`src/rtl/n2_dva_dp_regfile_param.sv`:
```
// Parametrised 1R1W register file with per-bit write enables, optional
// write-to-read bypass, a clear-on-reset sweep and out-of-range detection.
module n2_dva_dp_regfile_param #(
    parameter int unsigned WIDTH  = 32,
    parameter int unsigned DEPTH  = 32,
    parameter int unsigned AW     = 5,
    parameter int unsigned BYPASS = 1
) (
    input  logic             l2clk,
    input  logic             arst_l,
    input  logic             tcu_array_wr_inhibit,
    input  logic             rd_en,
    input  logic [AW-1:0]    rd_addr,
    input  logic             wr_en,
    input  logic [AW-1:0]    wr_addr,
    input  logic [WIDTH-1:0] din,
    input  logic [WIDTH-1:0] bit_wen,
    output logic [WIDTH-1:0] dout,
    output logic             init_busy,
    output logic             addr_err
);

    typedef enum logic {INIT, READY} state_t;

    localparam logic [AW:0]   DEPTH_W = (AW+1)'(DEPTH);
    localparam logic [AW-1:0] LAST    = AW'(DEPTH - 1);

    state_t          state, state_nxt;
    logic [AW-1:0]   ptr, ptr_nxt;
    logic [WIDTH-1:0] mem [DEPTH];

    logic             ready;
    logic             rd_ok, wr_ok, wr_q, err_nxt;
    logic [WIDTH-1:0] wr_old, wr_merged, rd_data;

    always_comb begin
        state_nxt = state;
        ptr_nxt   = ptr;
        case (state)
            INIT: begin
                ptr_nxt = ptr + AW'(1);
                if (ptr == LAST) begin
                    state_nxt = READY;
                    ptr_nxt   = '0;
                end
            end
            default: ;
        endcase
    end

    always_comb begin
        ready     = (state == READY);
        rd_ok     = ({1'b0, rd_addr} < DEPTH_W);
        wr_ok     = ({1'b0, wr_addr} < DEPTH_W);
        wr_q      = ready && wr_en && !tcu_array_wr_inhibit && wr_ok;
        wr_old    = mem[wr_addr];
        wr_merged = (wr_old & ~bit_wen) | (din & bit_wen);
        rd_data   = '0;
        // Only a qualifying write is forwarded, so inhibited writes never bypass.
        if (rd_ok) begin
            if ((BYPASS != 0) && wr_q && (wr_addr == rd_addr))
                rd_data = wr_merged;
            else
                rd_data = mem[rd_addr];
        end
        err_nxt   = ready && ((rd_en && !rd_ok) || (wr_en && !wr_ok));
    end

    always_ff @(posedge l2clk) begin
        if (state == INIT)
            mem[ptr] <= '0;
        else if (wr_q)
            mem[wr_addr] <= wr_merged;
    end

    always_ff @(posedge l2clk or negedge arst_l) begin
        if (!arst_l) begin
            state    <= INIT;
            ptr      <= '0;
            dout     <= '0;
            addr_err <= 1'b0;
        end else begin
            state    <= state_nxt;
            ptr      <= ptr_nxt;
            addr_err <= err_nxt;
            if (ready && rd_en)
                dout <= rd_data;
        end
    end

    assign init_busy = (state == INIT);

endmodule
```
`config.mk`:
```
export PLATFORM = sky130hd
export DESIGN_NAME = n2_dva_dp_regfile_param
export DESIGN_NICKNAME = d
export VERILOG_FILES = /design/src/rtl/n2_dva_dp_regfile_param.sv
export SDC_FILE = /design/constraint.sdc
export NUM_CORES = 1
export LEC_CHECK = 0
export ABC_AREA = 1
export CORE_MARGIN = 4
export CORE_UTILIZATION = 35
export DETAILED_ROUTE_END_ITERATION = 8
export PLACE_DENSITY_LB_ADDON = 0.15
export SYNTH_ARGS = -nofsm -noshare
export SYNTH_HDL_FRONTEND = slang
export SYNTH_SLANG_ARGS = --single-unit
```
`constraint.sdc`:
```
create_clock -name l2clk -period 3.8 [get_ports l2clk]
set_input_delay 0.76 -clock l2clk [delete_from_list [all_inputs] [get_ports l2clk]]
set_output_delay 0.76 -clock l2clk [all_outputs]
set_load 0.01 [all_outputs]
```
==> flow_summary.toml <==
[setup_path]
max_stage_delay_ns = 0.61
reg2reg_from = "ready$_DFF_PN0_"
r2r.worst_path.cells = 7
cp.required_ns = 3.04
path_buf_inv = 2
cp.depth = 2
cp_max_fo = 13
r2r_slack_ns = 1.05
startpoint_type = "flop"
r2r-end = "mem[0][23]$_DFFE_PP_"
path_cells = "inv_1, clkdlybuf4s50_1"
slowest_stage = "clkdlybuf4s50_1"
critical_path_class = "flop to primary output"
cp_data_arrival_time_ns = 2.24
cpLargestDelayFamily = "buffers and inverters"
worstSetupEndpointType = "primary output"

[floorplanning]
io_pins = 113
dieArea_mm2 = 0.167
start_util_pct = 35.3
core_mm2 = 0.159
fp-row-count = 146
die_h_um = 408
fp.dieW_um = 408

[finish]
post-route-util_pct = 41.1
nets = 6703
drive_gt1_share_pct = 8.21
syn_to_final_growth_pct = 16.3

[placement]
place_hpwl_um = 127000
pre_cts_ws_ns = 0.322
portBuffers = 111
place.gp.congestion = 0.848

[logic_synthesis]
yosysMostFrequentCell = "nand2_1"
synth_compound_area_share_pct = 4.90
synth_cells = 6601
synth_fp_nets = 6682
synth_top_cell_by_area = "edfxtp_1"
yosys_warnings = 0
synth-async-reset-ratio_pct = 3.58
synth_ff_type = "edfxtp_1"
synth_seq_cells = 1062
synth.top_cell.area_share_pct = 54.8
synth_top_family_by_area = "simple AND/OR/NAND/NOR gates"
synth.mux.area_fraction_pct = 0
synth_edf_count = 1024
ys_top_cells_by_area = "edfxtp_1, nand2_1, nand3_1"
avgSynthCellArea_um2 = 8.50
synthDistinctLibCells = 29
synth_commonest_cells = "nand2_1, nand3_1, edfxtp_1"
synthSimpleGateAreaFrac_pct = 30.0
synthXorXnorAreaFrac_pct = 0
synthAdderAreaFrac_pct = 0.0446
ys_seq_area_share_pct = 56.5
synth_area_mm2 = 0.0561

[timing]
setup_ws_ns = 0.800
setup_viol = 0
timing.final.crit_share_pct = 78.9
fmax_mhz = 333
worstMarginPinSlew_ns = 0.973
slew-limit-headroom_pct = 34.8
fin_crit_ns = 3.00
totalNegativeSetupSlack_ns = 0
skew_ns = 0.0413
slew_viol_final = 0
rsz0062_at_grt = "no"
final_hold_viol_count = 0

[outcome]
status = "finished, final reports clean"

[drt]
vias = 48000
first_pass_iters = 6
routed_wl_um = 215000
drc = 0
routedWlPerCell_um = 24.5
avgViaCountPerCell = 5.46
antenna_left = 0
drtIter0Drc = 5849

[clock_network]
cts_setup_buffers = 0
clk_latency_ns = 0.75
cts_buffer_depth = 3
cts_root_buf = "clkbuf_16"
cts_sinks = 1062
cts_resized = 0
postCtsHoldBufs = 0
cts_buffers = 120
cts_tree = "done"
htree_levels = 3
cts.clk_slew.worst_paths_ns = 0.06

[grt]
grt_pass1_vias = 45600
overflow = 0
antenna_found_initial = 5
grt_max_degree = 127
grt_pass1_wl_um = 313000
grt.total_usage_pct = 25.1

[pwr]
p_leak_uw = 0.0271
vdd_drop_max_mv = 0.362
pwr_density_cell_mw_per_mm2 = 428

[min_path]
hold_class = "primary input to asynchronous set/reset pin"

[job]
drv_cap = 0
[metal layers]
layer | up-vias | global-route usage (%) | share of wire (%)
met3 | 367 | 4.17 | 9.3
li1 | 22000 | - | -
met2 | 2448 | 38.7 | 44
met1 | 23200 | 35.9 | 43
met4 | 0 | 8.76 | 3.3
met5 | - | 0 | 0
[worst register-to-register path, delay by kind of cell (launching register included)]
| kind | cells | cell delay, ns |
|---|---|---|
| buf+inv | 2 | 0.51 |
| flops | 1 | 0.63 |
| simple gates | 5 | 1.18 |
[area by class of cell]
cell class / instances / area, um2
Fill cell: 15400 / 93500
Sequential cell: 1062 / 31700
Multi-Input combinational cell: 4347 / 19900
Timing Repair Buffer: 354 / 4300
Clock buffer: 147 / 3180
Inverter: 737 / 2810
Tap cell: 2072 / 2590
Clock inverter: 76 / 763
Antenna cell: 1 / 2.50
[cell usage in the layout (no fill, tap or decap), drive strengths merged, types with 2 or more instances in the layout]
master	Yosys	layout
nand4	5	5
buf	265	253
nor3	3	3
a21oi	57	57
edfxtp	1024	1024
clkinvlp	0	7
dfrtp	38	38
ha	2	2
bufinv	0	13
nand2	2197	2197
o211ai	281	281
nand3	1391	1391
or2	75	75
nor2	268	268
clkinv	2	54
clkbuf	190	148
o21ai	57	57
clkdlybuf4s50	0	100
a31oi	9	9
inv	735	739
[worst max-delay path by stage]
stage	from	end	slack, ns
6_report	ready$_DFF_PN0_	init_busy	0.80
3_3_place_gp	wr_en	mem[3][30]$_DFFE_PP_	0.35
5_1_grt	ready$_DFF_PN0_	init_busy	0.72
4_1_cts	ready$_DFF_PN0_	init_busy	0.76
3_5_place_dp	wr_en	mem[3][11]$_DFFE_PP_	0.32
2_1_floorplan	wr_addr[0]	mem[25][0]$_DFFE_PP_	0.50
[flip-flops by register name, summed over array words and instances, names as in the netlist]
name	cells
mem	1024
dout	32
ptr	5
ready	1
[power by group]
group / total [uW] / switching, uW / internal (uW) / leakage (uW)
Clock: 11800 / 4970 / 6810 / 0.00193
Combinational: 3130 / 2170 / 964 / 0.0155
Sequential: 13000 / 70.9 / 12900 / 0.00965
Total: 27900 / 7210 / 20700 / 0.0271
[metrics by stage]
stage	instance area [um2]	hold WS [ns]	instances	total power, uW
global placement	61300	0.472	8572	16300
finish	65300	0.125	8796	27900
global route	65200	0.138	8795	28900
detailed placement	61300	0.467	8572	16400
CTS	65200	0.0850	8795	28100
floorplan	56100	0.464	6601	14900
[kinds of logic after synthesis]
logic type,count (synthesis)
adder cells (fa/ha/maj),2
buffers and inverters,1192
flip-flops,1062
other,1
AND/OR/NAND/NOR,3940
AO/OA/AOI/OAI,404
(Power assumes the default switching activity.)
